## config.mk

```make
export PLATFORM = sky130hd
export DESIGN_NAME = des_key_sched
export DESIGN_NICKNAME = d
export VERILOG_FILES = /design/src/rtl/des_key_sched.sv
export SDC_FILE = /design/constraint.sdc
export NUM_CORES = 1
export LEC_CHECK = 0
export BUFFER_PORTS_ARGS = -buffer_cell sky130_fd_sc_hd__buf_2
export CAP_MARGIN = 20
export CORE_UTILIZATION = 40
export CTS_BUF_LIST = sky130_fd_sc_hd__clkbuf_4 sky130_fd_sc_hd__clkbuf_8
export CTS_CLUSTER_DIAMETER = 120
export CTS_CLUSTER_SIZE = 24
export DETAILED_ROUTE_END_ITERATION = 10
export GPL_TIMING_DRIVEN = 0
export HOLD_SLACK_MARGIN = 0.08
export SLEW_MARGIN = 40
export SYNTH_ARGS = -nofsm -noshare
export SYNTH_HDL_FRONTEND = slang
export SYNTH_SLANG_ARGS = --single-unit
export TNS_END_PERCENT = 20
```

## constraint.sdc

```tcl
create_clock -name clk -period 2.6 [get_ports clk]
set_input_delay 0 -clock clk [delete_from_list [all_inputs] [get_ports clk]]
set_output_delay 0 -clock clk [all_outputs]
set_load 0.05 [all_outputs]
```

## src/rtl/des_key_sched.sv

```systemverilog
// DES key schedule: PC-1 load, per-round C/D rotation, PC-2 subkey.
// Encrypt walks K1..K16 by left rotation, decrypt K16..K1 by right rotation.
module des_key_sched (
  input  logic        clk,
  input  logic        rst,
  input  logic        load,
  input  logic [63:0] key_in,
  input  logic        decrypt,
  input  logic        next,
  output logic [47:0] subkey,
  output logic        subkey_valid,
  output logic [3:0]  round_idx,
  output logic        done
);

  typedef enum logic {
    IDLE = 1'b0,
    RUN  = 1'b1
  } state_t;

  state_t      state_q, state_d;
  logic [3:0]  step_q, step_d;
  logic [27:0] c_q, c_d;
  logic [27:0] d_q, d_d;
  logic [47:0] sk_q, sk_d;
  logic [3:0]  idx_q, idx_d;
  logic        dec_q, dec_d;
  logic        done_q, done_d;

  // DES bit n of the key is key_in[64-n]; parity bits never appear
  function automatic logic [55:0] pc1(
    input logic [63:0] k
  );
    pc1 = {
      k[7],  k[15], k[23], k[31],
      k[39], k[47], k[55], k[63],
      k[6],  k[14], k[22], k[30],
      k[38], k[46], k[54], k[62],
      k[5],  k[13], k[21], k[29],
      k[37], k[45], k[53], k[61],
      k[4],  k[12], k[20], k[28],
      k[1],  k[9],  k[17], k[25],
      k[33], k[41], k[49], k[57],
      k[2],  k[10], k[18], k[26],
      k[34], k[42], k[50], k[58],
      k[3],  k[11], k[19], k[27],
      k[35], k[43], k[51], k[59],
      k[36], k[44], k[52], k[60]
    };
  endfunction

  // CD bit n (C first) is cd[56-n]
  function automatic logic [47:0] pc2(
    input logic [27:0] c,
    input logic [27:0] d
  );
    logic [55:0] cd;
    cd = {c, d};
    pc2 = {
      cd[42], cd[39], cd[45], cd[32],
      cd[55], cd[51], cd[53], cd[28],
      cd[41], cd[50], cd[35], cd[46],
      cd[33], cd[37], cd[44], cd[52],
      cd[30], cd[48], cd[40], cd[49],
      cd[29], cd[36], cd[43], cd[54],
      cd[15], cd[4],  cd[25], cd[19],
      cd[9],  cd[1],  cd[26], cd[16],
      cd[5],  cd[11], cd[23], cd[8],
      cd[12], cd[7],  cd[17], cd[0],
      cd[22], cd[3],  cd[10], cd[14],
      cd[6],  cd[20], cd[27], cd[24]
    };
  endfunction

  function automatic logic [27:0] rotl(
    input logic [27:0] x,
    input logic        one
  );
    if (one)
      rotl = {x[26:0], x[27]};
    else
      rotl = {x[25:0], x[27:26]};
  endfunction

  function automatic logic [27:0] rotr(
    input logic [27:0] x,
    input logic        one
  );
    if (one)
      rotr = {x[0], x[27:1]};
    else
      rotr = {x[1:0], x[27:2]};
  endfunction

  // Rounds 1, 2, 9 and 16 (0-based 0, 1, 8, 15) shift by one
  function automatic logic one_sh(
    input logic [3:0] r
  );
    one_sh = (r == 4'd0) || (r == 4'd1) ||
             (r == 4'd8) || (r == 4'd15);
  endfunction

  logic [55:0] pc1_w;
  logic [27:0] c0_w, d0_w;
  logic [27:0] cl_w, dl_w;
  logic [27:0] cs_w, ds_w;
  logic [3:0]  inc_w, dec_w;
  logic        one_w;

  assign pc1_w = pc1(key_in);
  assign c0_w  = pc1_w[55:28];
  assign d0_w  = pc1_w[27:0];
  assign cl_w  = rotl(c0_w, 1'b1);
  assign dl_w  = rotl(d0_w, 1'b1);
  assign inc_w = idx_q + 4'd1;
  assign dec_w = idx_q - 4'd1;

  // Decrypt undoes the shift that produced the current round;
  // encrypt applies the shift of the following round.
  assign one_w = dec_q ? one_sh(idx_q) : one_sh(inc_w);

  // Next round's halves, rotate-by-2 done in a single step
  always_comb begin
    if (dec_q) begin
      cs_w = rotr(c_q, one_w);
      ds_w = rotr(d_q, one_w);
    end else begin
      cs_w = rotl(c_q, one_w);
      ds_w = rotl(d_q, one_w);
    end
  end

  // State and datapath registers
  always_ff @(posedge clk or posedge rst) begin
    if (rst) begin
      state_q <= IDLE;
      step_q  <= 4'd0;
      c_q     <= 28'd0;
      d_q     <= 28'd0;
      sk_q    <= 48'd0;
      idx_q   <= 4'd0;
      dec_q   <= 1'b0;
      done_q  <= 1'b0;
    end else begin
      state_q <= state_d;
      step_q  <= step_d;
      c_q     <= c_d;
      d_q     <= d_d;
      sk_q    <= sk_d;
      idx_q   <= idx_d;
      dec_q   <= dec_d;
      done_q  <= done_d;
    end
  end

  // Next-state: load always (re)starts, 16th accept returns to IDLE
  always_comb begin
    state_d = state_q;
    unique case (state_q)
      IDLE: begin
        if (load)
          state_d = RUN;
      end
      RUN: begin
        if (load)
          state_d = RUN;
        else if (next && step_q == 4'd15)
          state_d = IDLE;
      end
      default: state_d = IDLE;
    endcase
  end

  // Datapath next values; load has priority over next
  always_comb begin
    step_d = step_q;
    c_d    = c_q;
    d_d    = d_q;
    sk_d   = sk_q;
    idx_d  = idx_q;
    dec_d  = dec_q;
    done_d = 1'b0;
    if (load) begin
      step_d = 4'd0;
      dec_d  = decrypt;
      if (decrypt) begin
        c_d   = c0_w;
        d_d   = d0_w;
        sk_d  = pc2(c0_w, d0_w);
        idx_d = 4'd15;
      end else begin
        c_d   = cl_w;
        d_d   = dl_w;
        sk_d  = pc2(cl_w, dl_w);
        idx_d = 4'd0;
      end
    end else if (state_q == RUN && next) begin
      if (step_q == 4'd15) begin
        done_d = 1'b1;
      end else begin
        step_d = step_q + 4'd1;
        c_d    = cs_w;
        d_d    = ds_w;
        sk_d   = pc2(cs_w, ds_w);
        idx_d  = dec_q ? dec_w : inc_w;
      end
    end
  end

  // Outputs
  always_comb begin
    subkey       = sk_q;
    round_idx    = idx_q;
    done         = done_q;
    subkey_valid = (state_q == RUN);
  end

endmodule

```

==> reports/metrics.yaml <==
status: "completed"
ys_warn_count: 0
drc: 0
p_leak_nw: 3.24
synth_top_flop_cell: "dfrtp_1"
synth_cells: 673
ant_nets: 0
ios: 123
ys_async_sr_fraction_pct: 100
cap_violations: 0
detail_route.iter0.violations: 1061
root_buffer: "clkbuf_8"
drive_above_1_share_pct: 30.3
min_path_type: "in -> reg"
via_per_inst: 6.27
cts_tree: "done"
min_period_ns: 2.55
finalCritPeriodShare_pct: 98.0
vias: 6594
cts_max_path_buffers: 2
syn_to_final_growth_pct: 31.8
peakVddDrop_mv: 0.315
start_util_pct: 40.8
setup_viol: 0
die_area_sq_mm: 0.0146
crit_required_ns: 2.89
clkLatencyLatePin_ns: 0.39
antenna_found_initial: 0
io_buffers: 113
core_sq_mm: 0.0138
syn_area_sq_mm: 0.00564
place_inst: 967
synth.ff_latch_count: 67
fin_nets: 943
path_class: "reg -> reg"
critPathCaptureType: "flop"
start_kind: "flop"
hold_viol_final: 0
max_slew.worst_pin.slew_ns: 0.942
r2r_cells: 9
grt_pass1_wl_mm: 38.6
cts_num_sinks: 67
rows: 43
htree_levels: 3
die-height_um: 121
yosysSeqAreaShare_pct: 29.7
grt.total_usage_pct: 36.6
hold-worst-slack_ns: 0.0862
clkTransAtPathRegs_ns: 0.08
routedWlPerCell_um: 24.9
path_max_fanout: 10
grt-ovfl-total: 0
cts_buffers: 9
synth_nets: 748
hold_depth: 5
layoutNonFillerInstCount: 1052
fmax_mhz: 393
synth-edff-count: 0
grt_pass1_vias: 6205
grt_max_degree: 37
cp.arrival_ns: 2.84
place_congestion: 0.913
diodes: 0
syn_avg_cell_area_sq_um: 8.38
rsz0062_at_grt: "yes"
slew_violations: 0
clock_skew_ns: 0.0115
wl_mm: 26.2
maxSlewHeadroom_pct: 37.2
power-per-cell-area_mw_per_mm2: 644
die_w_um: 121
dp_hpwl_mm: 16.9
first_pass_iters: 6
fillers: 1334
ys_types: 51
[final timing paths]
| kind | slack (ns) | end | from |
|---|---|---|---|
| worst min-delay path | 0.09 | d_q[16] | key_in[26] |
| worst min register to register | 0.56 | subkey_valid | subkey_valid |
| max in group asynchronous | 1.91 | c_q[26] | rst |
| worst max register to register | 0.05 | c_q[12] | round_idx[1] |
| worst max-delay path | 0.05 | c_q[12] | round_idx[1] |
| min in group asynchronous | 0.14 | c_q[5] | rst |
[synthesized netlist by cell type (4+ instances only)]
cell | count | share of area, %
dfrtp_1 | 67 | 30
nand3_1 | 6 | 0.53
nand4_1 | 20 | 2.2
a32o_1 | 13 | 2.3
buf_4 | 49 | 6.5
o21ai_0 | 45 | 4.0
a21oi_1 | 22 | 2.0
and2_1 | 12 | 1.3
nor2_1 | 23 | 1.5
inv_1 | 4 | 0.27
a211oi_1 | 14 | 1.9
buf_2 | 12 | 1.1
buf_1 | 5 | 0.33
mux2_2 | 36 | 7.2
o22ai_1 | 5 | 0.55
ha_1 | 6 | 1.3
o211ai_1 | 6 | 0.80
clkbuf_1 | 36 | 2.4
nand2b_1 | 16 | 1.8
o221ai_1 | 29 | 4.5
mux2i_1 | 42 | 7.5
o2111ai_1 | 9 | 1.4
o21ai_1 | 4 | 0.36
a221oi_1 | 4 | 0.62
a31oi_1 | 5 | 0.55
a22oi_1 | 26 | 3.5
xor2_1 | 4 | 0.62
nand2_1 | 108 | 7.2
nor2b_1 | 8 | 0.89
o21a_1 | 8 | 1.1
[metrics by stage]
stage / power [mW] / utilization, % / setup TNS, ns / setup slack, ns / cell area (sq um)
finish: 4.79 / 53.7 / 0 / 0.0527 / 7430
detailed placement: 3.66 / 46.8 / -1.50 / -0.163 / 6460
global placement: 3.62 / 46.5 / -18.13 / -0.272 / 6430
floorplan: 2.98 / - / 0 / 0.0643 / 5640
CTS: 4.67 / 53.2 / 0 / 0.00939 / 7360
global route: 4.95 / 53.7 / -0.412 / -0.0557 / 7430
[logic make-up (layout without fill, tap and decap cells)]
kind of cell | after synthesis | count (layout) | share of synthesized area [%]
adder cells (fa/ha/maj) | 6 | 6 | 1.33
XOR/XNOR | 7 | 7 | 1.09
AND/OR/NAND/NOR | 204 | 204 | 16.8
flip-flops | 67 | 67 | 29.7
multiplexers | 78 | 78 | 14.7
AO/OA/AOI/OAI | 203 | 203 | 25.6
buffers and inverters | 108 | 307 | 10.9
[state kept, by name, indices dropped and copies added, names as in the netlist]
signal,count
c_q,27
d_q,27
round_idx,4
step_q,4
subkey,2
dec_q,1
done,1
subkey_valid,1
[placed cells by master (no fill, tap or decap), types with 6 or more instances in the layout]
cell | synthesis | routed
buf_2 | 12 | 124
nand2_1 | 108 | 107
dlygate4sd3_1 | 0 | 67
dfrtp_1 | 67 | 65
buf_4 | 49 | 53
o21ai_0 | 45 | 45
mux2i_1 | 42 | 41
mux2_2 | 36 | 36
o221ai_1 | 29 | 29
clkbuf_1 | 36 | 27
a22oi_1 | 26 | 26
nor2_1 | 23 | 21
a21oi_1 | 22 | 20
nand4_1 | 20 | 20
nand2b_1 | 16 | 16
a211oi_1 | 14 | 14
a32o_1 | 13 | 13
and2_1 | 12 | 12
o2111ai_1 | 9 | 9
clkbuf_8 | 0 | 9
nor2b_1 | 8 | 8
clkbuf_2 | 0 | 8
o21a_1 | 8 | 8
o211ai_1 | 6 | 6
ha_1 | 6 | 6
[power breakdown]
part	total [mW]	leakage, nW	internal (mW)	switching (mW)
registers	1.53	0.787	1.20	0.325
clock network	0.929	0.100	0.468	0.461
logic	2.33	2.36	0.862	1.47
total	4.79	3.24	2.53	2.25
[metal layers]
metal	vias to the layer above	share of wire (%)	GRT usage [%]
met2	482	44	54.5
li1	2849	-	-
met5	-	0.13	1.84
met1	3161	40	48.8
met4	2	5.0	19.5
met3	100	11	8.40
[critical path, cell delays in order, from the launching register on]
cell	delay, ns
dfrtp_2	0.45
inv_1	0.12
ha_1	0.14
nor2b_1	0.19
o21bai_1	0.15
nand2_1	0.15
clkbuf_1	0.72
nand4_1	0.17
o2111ai_1	0.17
a21boi_0	0.20
[final cells by class]
type	instances	area [sq um]	share of cell area (%)
Clock buffer	12	146	1.97
Multi-Input combinational cell	498	3420	46.1
Buffer	103	613	8.25
Tap cell	180	225	3.03
Timing Repair Buffer	184	1280	17.2
Inverter	5	23.8	0.320
Clock inverter	3	40.0	0.539
Sequential cell	67	1680	22.6
[what timing repair did]
item,CTS,global route
hold buffers,67,0
endpoints found under the setup margin,29,48
gates resized for setup,8,29
setup buffers,0,3
hold endpoints to repair,109,0
pin swaps,1,3
(Power assumes the default switching activity.)
